$ cat src/rtl/seq_divider.sv
// seq_divider: multi-cycle restoring shift-subtract divider, unsigned or two's complement signed.
module seq_divider #(
  parameter int N = 8
) (
  input  logic         clk,
  input  logic         rst,
  input  logic         start,
  input  logic         sgn,
  input  logic [N-1:0] dividend,
  input  logic [N-1:0] divisor,
  output logic         busy,
  output logic         done,
  output logic [N-1:0] quotient,
  output logic [N-1:0] remainder,
  output logic         div_zero
);
  localparam int CW = $clog2(N + 1);
  typedef enum logic [1:0] {IDLE, CALC, FIX} state_t;
  state_t state_q, state_d;
  logic [CW-1:0] cnt_q, cnt_d;
  logic [N-1:0] rem_q, rem_d, quo_q, quo_d, dvs_q, dvs_d;
  logic [N-1:0] quotient_q, quotient_d, remainder_q, remainder_d;
  logic nq_q, nq_d, nr_q, nr_d, dz_q, dz_d, done_q, done_d, div_zero_q, div_zero_d;
  logic [N:0] sh;
  logic [N-1:0] diff, a_mag, b_mag;
  logic carry;
  always_comb begin
    a_mag = (sgn && dividend[N-1]) ? -dividend : dividend;
    b_mag = (sgn && divisor[N-1]) ? -divisor : divisor;
    sh = {rem_q, quo_q[N-1]};
    carry = sh >= {1'b0, dvs_q};
    // a kept difference is always below the divisor, so the low N bits are exact
    diff = sh[N-1:0] - dvs_q;
    state_d = state_q;
    cnt_d = cnt_q;
    rem_d = rem_q;
    quo_d = quo_q;
    dvs_d = dvs_q;
    nq_d = nq_q;
    nr_d = nr_q;
    dz_d = dz_q;
    quotient_d = quotient_q;
    remainder_d = remainder_q;
    div_zero_d = div_zero_q;
    done_d = 1'b0;
    case (state_q)
      IDLE: if (start) begin
        dz_d = divisor == '0;
        quo_d = dz_d ? '1 : a_mag;
        rem_d = dz_d ? dividend : '0;
        dvs_d = b_mag;
        nq_d = !dz_d && sgn && (dividend[N-1] ^ divisor[N-1]);
        nr_d = !dz_d && sgn && dividend[N-1];
        cnt_d = CW'(N);
        state_d = dz_d ? FIX : CALC;
      end
      CALC: begin
        rem_d = carry ? diff : sh[N-1:0];
        quo_d = {quo_q[N-2:0], carry};
        cnt_d = cnt_q - CW'(1);
        state_d = cnt_q == CW'(1) ? FIX : CALC;
      end
      FIX: begin
        quotient_d = nq_q ? -quo_q : quo_q;
        remainder_d = nr_q ? -rem_q : rem_q;
        div_zero_d = dz_q;
        done_d = 1'b1;
        state_d = IDLE;
      end
      default: state_d = IDLE;
    endcase
  end
  always_ff @(posedge clk) begin
    if (rst) begin
      state_q <= IDLE;
      cnt_q <= '0;
      rem_q <= '0;
      quo_q <= '0;
      dvs_q <= '0;
      nq_q <= 1'b0;
      nr_q <= 1'b0;
      dz_q <= 1'b0;
      quotient_q <= '0;
      remainder_q <= '0;
      div_zero_q <= 1'b0;
      done_q <= 1'b0;
    end else begin
      state_q <= state_d;
      cnt_q <= cnt_d;
      rem_q <= rem_d;
      quo_q <= quo_d;
      dvs_q <= dvs_d;
      nq_q <= nq_d;
      nr_q <= nr_d;
      dz_q <= dz_d;
      quotient_q <= quotient_d;
      remainder_q <= remainder_d;
      div_zero_q <= div_zero_d;
      done_q <= done_d;
    end
  end
  assign busy = state_q != IDLE;
  assign done = done_q;
  assign quotient = quotient_q;
  assign remainder = remainder_q;
  assign div_zero = div_zero_q;
endmodule

$ cat config.mk
export PLATFORM = sky130hd
export DESIGN_NAME = seq_divider
export DESIGN_NICKNAME = d
export VERILOG_FILES = /design/src/rtl/seq_divider.sv
export SDC_FILE = /design/constraint.sdc
export NUM_CORES = 1
export LEC_CHECK = 0
export BUFFER_PORTS_ARGS = -buffer_cell sky130_fd_sc_hd__buf_2
export CORE_UTILIZATION = 62
export DETAILED_ROUTE_END_ITERATION = 12
export PLACE_DENSITY = 0.95
export SLEW_MARGIN = 20
export SYNTH_ARGS = -nofsm -noshare
export SYNTH_HDL_FRONTEND = slang
export SYNTH_SLANG_ARGS = --single-unit
export TNS_END_PERCENT = 100
$ cat constraint.sdc
create_clock -name clk -period 5.1 [get_ports clk]
set_input_delay 1.02 -clock clk [delete_from_list [all_inputs] [get_ports clk]]
set_output_delay 1.02 -clock clk [all_outputs]
set_load 0.05 [all_outputs]
==> results.json, run 1 <==
{
  "slew_headroom": 0.3801,
  "netlist-cell-type-count": 48,
  "element_type_at_the_critical_path_end": "flop",
  "synthFlopType": "sky130_fd_sc_hd__dfxtp_1",
  "design.final.nets": 446,
  "grt_pass1_wl_mm": 11.73,
  "cts.clk_slew.worst_paths_ns": 0.09,
  "number_of_enable_type_register_cells_in_the_synthesized_netlist": 0,
  "setup_tns_ns": 0,
  "wl_per_cell_um": 14.44,
  "hold_class": "reg -> reg",
  "clk_root_buffer_cell": "sky130_fd_sc_hd__clkbuf_8",
  "cp.arrival_ns": 2.80,
  "finalSetupViolations": 0,
  "numPortBuffers": 38,
  "stdcell_count": 479,
  "globalRoute.totalOverflow": 0,
  "antenna_violating_nets_post_route": 0,
  "totalWireLength_mm": 6.918,
  "post_route_cells_drive_above_1_share": 0.1359,
  "worstSkewPairLatency_ns": 0.31,
  "numClockSinks": 51,
  "cts_buffers": 5,
  "cts_max_level": 2,
  "power_density_of_the_placed_cells_nw_per_um2": 318.1,
  "postCtsHoldBufs": 0,
  "detail_route.vias_per_cell": 6.061,
  "post_synth_instance_area_sq_um": 3059,
  "finalWeightedCongestion": 0.9145,
  "drtPass1Iterations": 5,
  "critPathKind": "in -> reg",
  "grt_start_max_net_pins": 56,
  "unrepaired_setup_endpoints_after_global_routing": "no",
  "cts_tree": "built",
  "final_critical_path_setup_slack_ns": 2.544,
  "drt_iter0_drc": 280,
  "min_period_over_period": 0.5011,
  "synthMostInstantiatedCell": "sky130_fd_sc_hd__dfxtp_1",
  "result_of_the_run": "finished, final reports clean",
  "num_antenna_cells": 0,
  "grtUsageTotal": 0.2840,
  "remaining_drc_errors": 0,
  "post_synth.cell_area_avg_sq_um": 7.905,
  "die_height_um": 72.25,
  "io_pins": 39,
  "synth.net_count": 422,
  "globalRouteMet2Util": 0.4559,
  "most_area_consuming_cells_after_synthesis": "sky130_fd_sc_hd__dfxtp_1 33%, sky130_fd_sc_hd__nor2_1 6.1%, sky130_fd_sc_hd__ha_1 5.7%",
  "worst_clock_skew_ns": 0.01269,
  "number_of_global_route_vias_before_repair": 2614,
  "synthArstFlopShare": 0,
  "layout.core_utilization": 0.7105,
  "vias": 2903,
  "critPathLaunchType": "primary input",
  "worst_ep_required_time_ns": 5.34,
  "postCtsSetupBuffers": 0,
  "dieWidth_um": 72.25,
  "synth.top_cell.area_share": 0.3337,
  "core_area_sq_um": 4723,
  "effective_utilization_at_floorplan": 0.6477,
  "commonest_cells_in_the_netlist": "51 x sky130_fd_sc_hd__dfxtp_1, 50 x sky130_fd_sc_hd__nor2_1, 32 x sky130_fd_sc_hd__a21oi_1, 31 x sky130_fd_sc_hd__nand2_1, 23 x sky130_fd_sc_hd__a211oi_1",
  "worst_pin_slew_ns": 0.9298,
  "clk_path_buf_depth": 2,
  "groute.layer.met3.usage": 0.06528,
  "max_clock_freq_mhz": 391.3,
  "synth.yosys.seq_area_share": 0.3337,
  "cts.repair.resized": 0,
  "timing.final.max_slew_violations": 0,
  "ys_warn_count": 0,
  "power.leakage_nw": 1.324,
  "placementRows": 25,
  "hold_viol": 0,
  "die_area_sq_um": 5219,
  "place_worst_setup_slack_ns": 2.213,
  "grt_met1_use": 0.3695,
  "grt.busiest_layer": "met2",
  "max_cap_violations": 0,
  "synthCells": 387,
  "yosys.area.top_type": "sky130_fd_sc_hd__dfxtp_1",
  "filler_cell_count": 385,
  "ys_ff_latch": 51,
  "hpwl_mm": 5.104,
  "syn_to_final_growth_pct": 9.693,
  "worst-path-max-fanout": 10,
  "post-route-min-period_ns": 2.556,
  "grt_antenna_before_repair": 0,
  "irDropWorstVdd_mv": 0.1635,
  "place.detailed.instances": 471,
  "p_total_mw": 1.067
}
-- kinds of logic after synthesis --
family / share of synthesized area
and+or+nand+nor: 0.1902
AOI/OAI and AO/OA: 0.2491
DFF: 0.3337
buffers and inverters: 0.06012
xor gates and xnor gates: 0.08016
adders and majority gates: 0.06380
muxes: 0.02290
-- critical path, cell delays in order --
cell and delay, ns:
sky130_fd_sc_hd__buf_2 0.12, sky130_fd_sc_hd__inv_1 0.06, sky130_fd_sc_hd__ha_1 0.17, sky130_fd_sc_hd__nor3b_2 0.28, sky130_fd_sc_hd__and2_1 0.44, sky130_fd_sc_hd__a311oi_1 0.16
sky130_fd_sc_hd__a2111o_1 0.42, sky130_fd_sc_hd__a31oi_1 0.13
-- stage by stage --
stage / hold WS [ns] / instance area, sq um
6_report: 0.4617 / 3356
5_1_grt: 0.4850 / 3356
4_1_cts: 0.4650 / 3348
3_5_place_dp: 0.4506 / 3249
3_3_place_gp: 0.4422 / 3249
2_1_floorplan: 0.4321 / 3059
-- area by class of cell --
cell class | instances | area (sq um) | area share
clock inverter | 2 | 16.27 | 0.004847
tap | 67 | 83.83 | 0.02498
timing repair buffer | 40 | 205.2 | 0.06115
clock buffer | 6 | 82.58 | 0.02461
sequential | 51 | 1021 | 0.3043
inverter | 22 | 82.58 | 0.02461
multi-input combinational | 291 | 1864 | 0.5556
-- per-layer routing --
metal	vias up	wire, um
met5	-	0
met4	0	115
met3	12	596
met2	130	3257
met1	1329	2948
li1	1432	-
-- cells in the final DEF, fill, tap and decap left out, types with 7 or more instances in the layout --
master,n
sky130_fd_sc_hd__xor2_1,18
sky130_fd_sc_hd__a21oi_1,32
sky130_fd_sc_hd__a22oi_1,11
sky130_fd_sc_hd__dfxtp_1,51
sky130_fd_sc_hd__a211oi_1,23
sky130_fd_sc_hd__inv_1,22
sky130_fd_sc_hd__ha_1,14
sky130_fd_sc_hd__xnor2_1,10
sky130_fd_sc_hd__o31ai_1,7
sky130_fd_sc_hd__nand3_1,8
sky130_fd_sc_hd__buf_2,38
sky130_fd_sc_hd__mux2i_1,7
sky130_fd_sc_hd__nand2_1,31
sky130_fd_sc_hd__nor2_1,49
sky130_fd_sc_hd__nor3_1,9
sky130_fd_sc_hd__o21ai_0,12
-- where the power goes --
| group | total, mW | switching, mW | internal [mW] |
|---|---|---|---|
| Combinational | 0.356 | 0.214 | 0.142 |
| Clock | 0.246 | 0.135 | 0.111 |
| Sequential | 0.466 | 0.0379 | 0.428 |
-- registers in the layout (all words and copies together), names as in the netlist --
register	cells
nq_q	1
state_q	2
div_zero	1
remainder	8
dz_q	1
quo_q	8
dvs_q	8
quotient	8
cnt_q	4
nr_q	1
rem_q	8
done	1
-- worst paths after layout --
check	from	end	slack, ns	cells after the start
worst min register to register	dz_q$_SDFFE_PP0P_	dz_q$_SDFFE_PP0P_	0.46	2
worst max-delay path	divisor[0]	rem_q[5]$_SDFFE_PP0P_	2.54	8
worst max register to register	rem_q[4]$_SDFFE_PP0P_	rem_q[3]$_SDFFE_PP0P_	2.90	6
worst min-delay path	dz_q$_SDFFE_PP0P_	dz_q$_SDFFE_PP0P_	0.46	2
Note: power is estimated with default switching activity, not from simulation.
==> run 2, diff against run 1 <==
--- a/config.mk
+++ b/config.mk
@@ -5,10 +5,11 @@
 export SDC_FILE = /design/constraint.sdc
 export NUM_CORES = 1
 export LEC_CHECK = 0
+export ABC_AREA = 1
 export BUFFER_PORTS_ARGS = -buffer_cell sky130_fd_sc_hd__buf_2
-export CORE_UTILIZATION = 62
+export CORE_UTILIZATION = 53
 export DETAILED_ROUTE_END_ITERATION = 12
-export PLACE_DENSITY = 0.95
+export PLACE_DENSITY = 0.87
 export SLEW_MARGIN = 20
 export SYNTH_ARGS = -nofsm -noshare
 export SYNTH_HDL_FRONTEND = slang
==> constraint.sdc (replaced) <==
create_clock -name clk -period 2.35 [get_ports clk]
set_input_delay 0.47 -clock clk [delete_from_list [all_inputs] [get_ports clk]]
set_output_delay 0.47 -clock clk [all_outputs]
set_load 0.05 [all_outputs]
==> results.json, run 2 <==
{
  "result_of_the_run": "finished, final reports clean",
  "cts_buffers": 5,
  "unrepaired_setup_endpoints_after_global_routing": "no",
  "post-route-min-period_ns": 1.885,
  "numClockSinks": 51,
  "numPortBuffers": 38,
  "vias": 3343,
  "grt_pass1_wl_mm": 13.70,
  "clk_root_buffer_cell": "sky130_fd_sc_hd__clkbuf_8",
  "worst_clock_skew_ns": 0.007368,
  "hold-worst-slack_ns": 0.4442,
  "synthCells": 488,
  "grtUsageTotal": 0.2756,
  "postCtsSetupBuffers": 0,
  "post_route_cells_drive_above_1_share": 0.1284,
  "ys_ff_latch": 51,
  "min_period_over_period": 0.8019,
  "worstSkewPairLatency_ns": 0.31,
  "globalRoute.totalOverflow": 0,
  "power_density_of_the_placed_cells_nw_per_um2": 643.7,
  "die_height_um": 80.54,
  "worst_ep_required_time_ns": 2.57,
  "syn_to_final_growth_pct": 10.03,
  "remaining_drc_errors": 0,
  "totalWireLength_mm": 8.352,
  "max_cap_violations": 0,
  "grt_antenna_before_repair": 0,
  "slew_headroom": 0.4268,
  "worst_pin_slew_ns": 0.8588,
  "design.final.nets": 556,
  "cts_tree": "built",
  "cp_slowest_cell": "sky130_fd_sc_hd__dfxtp_1",
  "timing.critical_path.slowest_cell_delay_ns": 0.47,
  "antenna_violating_nets_post_route": 0,
  "cts_max_level": 2,
  "netlist-cell-type-count": 40,
  "post_synth.cell_area_avg_sq_um": 6.700,
  "hold_class": "in -> reg",
  "irDropWorstVdd_mv": 0.3629,
  "yosys.area.top_type": "sky130_fd_sc_hd__dfxtp_1",
  "max_clock_freq_mhz": 530.6,
  "io_pins": 39,
  "final_common_cell": "sky130_fd_sc_hd__nand2_1",
  "cp_top_family": "simple AND/OR/NAND/NOR gates",
  "drt_iter0_drc": 271,
  "cts.clk_slew.worst_paths_ns": 0.10,
  "power.leakage_nw": 1.785,
  "synth.yosys.seq_area_share": 0.3123,
  "worst-path-max-fanout": 8,
  "most_area_consuming_cells_after_synthesis": "sky130_fd_sc_hd__dfxtp_1 31%, sky130_fd_sc_hd__nand2_1 11%, sky130_fd_sc_hd__inv_1 9.0%",
  "timing.final.max_slew_violations": 0,
  "placementRows": 28,
  "ys_warn_count": 0,
  "critPathKind": "reg -> reg",
  "drtPass1Iterations": 5,
  "num_antenna_cells": 0,
  "post_synth_instance_area_sq_um": 3269,
  "effective_utilization_at_floorplan": 0.5522,
  "number_of_enable_type_register_cells_in_the_synthesized_netlist": 0,
  "grt_start_max_net_pins": 33,
  "synthArstFlopShare": 0,
  "detail_route.vias_per_cell": 5.600,
  "cp.arrival_ns": 2.10,
  "synthFlopType": "sky130_fd_sc_hd__dfxtp_1",
  "p_total_mw": 2.315,
  "dieWidth_um": 80.54,
  "commonest_cells_in_the_netlist": "94 x sky130_fd_sc_hd__nand2_1, 78 x sky130_fd_sc_hd__inv_1, 53 x sky130_fd_sc_hd__a21oi_1, 51 x sky130_fd_sc_hd__dfxtp_1, 48 x sky130_fd_sc_hd__o21ai_0",
  "hpwl_mm": 6.196,
  "hold_viol": 0,
  "die_area_sq_um": 6487,
  "finalSetupViolations": 0,
  "critPathBufInv": 2,
  "critPathLaunchType": "flop",
  "wl_per_cell_um": 13.99,
  "postCtsHoldBufs": 0,
  "critical_path.cell_chain": "ha_1 > nand2_1 > inv_1 > nand2_1 > nand2_1 > nand2_1 > nand4_2 > nand3_1 > nand3b_1 > nand2_1 > inv_1",
  "layout.core_utilization": 0.6076,
  "cts.repair.resized": 0,
  "setup_tns_ns": 0,
  "placed_cell_area_sq_um": 3500,
  "fin_area_sq_um": 3597,
  "clk_path_buf_depth": 2,
  "synthMostInstantiatedCell": "sky130_fd_sc_hd__nand2_1",
  "element_type_at_the_critical_path_end": "flop",
  "synth.net_count": 523,
  "core_area_sq_um": 5921,
  "synth.top_cell.area_share": 0.3123,
  "finalWeightedCongestion": 1.011,
  "mostFrequentLayoutCells": "94 x sky130_fd_sc_hd__nand2_1, 78 x sky130_fd_sc_hd__inv_1, 53 x sky130_fd_sc_hd__a21oi_1",
  "path_common_cell": "sky130_fd_sc_hd__nand2_1",
  "number_of_global_route_vias_before_repair": 3062
}
run 2: cell count changes after synthesis, moves of 8 or more:
cell | before | now
sky130_fd_sc_hd__nand2_1 | 31 | 94
sky130_fd_sc_hd__inv_1 | 22 | 78
sky130_fd_sc_hd__o21ai_0 | 12 | 48
sky130_fd_sc_hd__a211oi_1 | 23 | 0
sky130_fd_sc_hd__a21oi_1 | 32 | 53
sky130_fd_sc_hd__nand3_1 | 8 | 24
sky130_fd_sc_hd__nor2_1 | 50 | 37
sky130_fd_sc_hd__a22oi_1 | 11 | 1
sky130_fd_sc_hd__xnor2_1 | 10 | 1
sky130_fd_sc_hd__clkbuf_1 | 14 | 6
run 2: worst min-delay path, delay by kind of cell:
kind | cells | cell delay [ns]
AND/OR/NAND/NOR | 1 | 0.07
buffers and inverters | 1 | 0.13
AO/OA/AOI/OAI | 1 | 0.05
run 2: metrics by stage:
step	instances	setup slack, ns
4_1_cts	597	0.4948
3_5_place_dp	589	0.4153
5_1_grt	597	0.2479
2_1_floorplan	488	0.7783
3_3_place_gp	589	0.4048
6_report	597	0.4655
run 2: final cells by class:
class                      count  area (sq um)
fill                         538          2323
inverter                      82         307.8
clock inverter                 3         28.78
multi-input combinational    340          1864
clock buffer                   5         68.82
tap                           75         93.84
timing repair buffer          41         212.7
sequential                    51          1021
run 2: cells by family after synthesis:
logic type      share of synthesized area
fa+ha+maj                         0.05970
buf+inv                            0.1175
simple gates                       0.2702
xor+xnor                          0.04822
compound gates                     0.1921
flops                              0.3123
run 2: routing by layer:
layer	track usage	routed length [um]	vias to the layer above
li1	-	-	1645
met1	0.3214	3460	1535
met2	0.4636	4066	126
met3	0.06477	483	37
met4	0.1464	341	0
met5	0	0	-
run 2: power by group:
group / switching (mW) / total [mW] / internal (mW)
combinational: 0.520 / 0.783 / 0.263
sequential: 0.0607 / 0.983 / 0.922
clock: 0.328 / 0.549 / 0.221
total: 0.908 / 2.32 / 1.41
run 2: final timing paths:
path                              start                     to  slack, ns  depth (start not counted)
setup / recovery  rem_q[3]$_SDFFE_PP0P_  rem_q[3]$_SDFFE_PP0P_       0.47                         11
hold / removal               divisor[7]  dvs_q[7]$_SDFFE_PP0P_       0.44                          3
setup reg to reg  rem_q[3]$_SDFFE_PP0P_  rem_q[3]$_SDFFE_PP0P_       0.47                         11
hold reg to reg   cnt_q[1]$_SDFFE_PP0P_  cnt_q[1]$_SDFFE_PP0P_       0.49                          2
==> run 3, diff against run 2 <==
--- a/config.mk
+++ b/config.mk
@@ -5,11 +5,11 @@
 export SDC_FILE = /design/constraint.sdc
 export NUM_CORES = 1
 export LEC_CHECK = 0
-export ABC_AREA = 1
+export ABC_AREA = 0
 export BUFFER_PORTS_ARGS = -buffer_cell sky130_fd_sc_hd__buf_2
-export CORE_UTILIZATION = 53
+export CORE_UTILIZATION = 58
 export DETAILED_ROUTE_END_ITERATION = 12
-export PLACE_DENSITY = 0.87
+export PLACE_DENSITY = 0.9
 export SLEW_MARGIN = 20
 export SYNTH_ARGS = -nofsm -noshare
 export SYNTH_HDL_FRONTEND = slang
==> constraint.sdc (replaced) <==
create_clock -name clk -period 1.91 [get_ports clk]
set_input_delay 0.382 -clock clk [delete_from_list [all_inputs] [get_ports clk]]
set_output_delay 0.382 -clock clk [all_outputs]
set_load 0.05 [all_outputs]
==> results.json, run 3 (synthesis gave the netlist of run 1 again) <==
{
  "totalWireLength_mm": 8.522,
  "p_comb_frac": 0.404,
  "final_common_cell": "sky130_fd_sc_hd__nor2_1",
  "io_pins": 39,
  "grt_pass1_wl_mm": 12.48,
  "element_type_at_the_critical_path_end": "flop",
  "die_height_um": 74.63,
  "clk_root_buffer_cell": "sky130_fd_sc_hd__clkbuf_8",
  "failed_checks": "setup timing",
  "min_period_over_period": 1.052,
  "worst_clock_skew_ns": 0.005991,
  "power_density_of_the_placed_cells_nw_per_um2": 899.1,
  "effective_utilization_at_floorplan": 0.5990,
  "grt_antenna_before_repair": 0,
  "vias": 3169,
  "worst_pin_slew_ns": 0.4447,
  "syn_to_final_growth_pct": 23.35,
  "slew_headroom": 0.7035,
  "switching_share": 0.3558,
  "power.leakage_nw": 1.529,
  "seq_power_share": 0.364,
  "placementRows": 26,
  "final_critical_path_setup_slack_ns": -0.09875,
  "critPathLaunchType": "flop",
  "cts_tree": "built",
  "p_total_mw": 3.393,
  "place_worst_setup_slack_ns": -0.07551,
  "mostFrequentLayoutCells": "49 x sky130_fd_sc_hd__nor2_1, 45 x sky130_fd_sc_hd__dfxtp_1, 38 x sky130_fd_sc_hd__buf_2",
  "post-route-min-period_ns": 2.009,
  "cts_max_level": 2,
  "clock_power_share": 0.233,
  "dieWidth_um": 74.63,
  "cts.clk_slew.worst_paths_ns": 0.09,
  "irDropWorstVdd_mv": 0.5340,
  "setup_tns_ns": -0.3337,
  "grt_start_max_net_pins": 37,
  "remaining_drc_errors": 0,
  "internal-power_mw": 2.186,
  "wl_per_cell_um": 16.48,
  "design.final.nets": 481,
  "max_clock_freq_mhz": 497.8,
  "result_of_the_run": "finished, violations left",
  "num_antenna_cells": 0,
  "hold_class": "in -> reg",
  "finalWeightedCongestion": 0.9760,
  "numPortBuffers": 38,
  "grtUsageTotal": 0.2977,
  "number_of_global_route_vias_before_repair": 2774,
  "hpwl_mm": 5.746,
  "layout.core_utilization": 0.7389,
  "worstSkewPairLatency_ns": 0.31,
  "placed_cell_area_sq_um": 3491,
  "filler_cell_count": 379,
  "max_cap_violations": 0,
  "unrepaired_setup_endpoints_after_global_routing": "yes",
  "drtPass1Iterations": 7,
  "worst-path-max-fanout": 4,
  "fin_area_sq_um": 3774,
  "critPathKind": "reg -> reg",
  "globalRoute.totalOverflow": 0,
  "timing.final.max_slew_violations": 0,
  "antenna_violating_nets_post_route": 0,
  "detail_route.vias_per_cell": 6.130,
  "finalSetupViolations": 7,
  "post_route_cells_drive_above_1_share": 0.2573,
  "cts_buffers": 5,
  "drt_iter0_drc": 344,
  "die_area_sq_um": 5569,
  "switching_power_mw": 1.207,
  "numClockSinks": 51,
  "cp.arrival_ns": 2.22,
  "clk_path_buf_depth": 2,
  "core_area_sq_um": 5107,
  "hold_viol": 0,
  "worst_ep_required_time_ns": 2.12
}
run 3: cell count changes in the layout (fill, tap and decap cells not counted), sizes merged, moves of 6 or more:
cell / before / now
mux2i: 0 / 7
o21ai: 52 / 12
nor2: 43 / 50
a22oi: 1 / 11
nand3: 26 / 8
a21oi: 54 / 32
nand2: 96 / 31
a211oi: 0 / 23
nand2b: 0 / 6
inv: 83 / 22
nor2b: 0 / 7
buf: 41 / 74
xnor2: 1 / 10
nand4: 10 / 3
run 3: final cells by class:
cell class	count	area, sq um	share of cell area
Inverter	22	82.58	0.02188
Clock buffer	6	82.58	0.02188
Clock inverter	2	35.03	0.009284
Multi-Input combinational cell	292	1984	0.5259
Timing Repair Buffer	74	473.0	0.1253
Tap cell	70	87.58	0.02321
Sequential cell	51	1028	0.2725
run 3: critical path: stages, from the launching register on:
cell and delay (ns):
sky130_fd_sc_hd__dfxtp_2 0.35, sky130_fd_sc_hd__inv_2 0.05, sky130_fd_sc_hd__ha_4 0.26, sky130_fd_sc_hd__a211oi_1 0.27, sky130_fd_sc_hd__o211ai_1 0.20, sky130_fd_sc_hd__buf_4 0.19, sky130_fd_sc_hd__a211oi_1 0.32, sky130_fd_sc_hd__a211oi_2 0.09
sky130_fd_sc_hd__o21a_1 0.18
run 3: repair_timing:
action,4_1_cts,5_1_grt
setup buffers,1,3
endpoints found under the setup margin,9,8
pin swaps,1,7
gates resized for setup,9,20
hold buffers,0,0
gates cloned,1,0
run 3: path summary, 6_finish.rpt:
kind / start / cells after the start / slack (ns) / to
max: dvs_q[7]$_SDFFE_PP0P_ / 8 / -0.1 / rem_q[1]$_SDFFE_PP0P_
min: divisor[0] / 3 / 0.34 / dvs_q[0]$_SDFFE_PP0P_
max reg2reg: dvs_q[7]$_SDFFE_PP0P_ / 8 / -0.1 / rem_q[1]$_SDFFE_PP0P_
min reg2reg: div_zero$_SDFFE_PP0P_ / 2 / 0.46 / div_zero$_SDFFE_PP0P_
run 3: power groups by stage:
stage / clock network (mW) / logic (mW) / registers (mW)
4_1_cts: 0.792 / 1.18 / 1.22
3_5_place_dp: 0 / 1.12 / 1.24
6_report: 0.789 / 1.37 / 1.23
2_1_floorplan: 0 / 0.747 / 1.24
5_1_grt: 0.845 / 1.47 / 1.24
3_3_place_gp: 0 / 1.07 / 1.24
run 3: layer usage:
metal,track usage,vias up,wire length [um]
met1,0.3430,1465,3344
met3,0.06426,54,666
met4,0.1468,0,405
met5,0,-,0
met2,0.5215,153,4105
li1,-,1497,-
run 3: metrics by stage:
stage / hold slack, ns / std cells
final: 0.3364 / 517
after global routing: 0.3608 / 517
after floorplan: 0.4321 / 387
after global placement: 0.4431 / 504
after detailed placement: 0.4489 / 504
after CTS: 0.3339 / 514
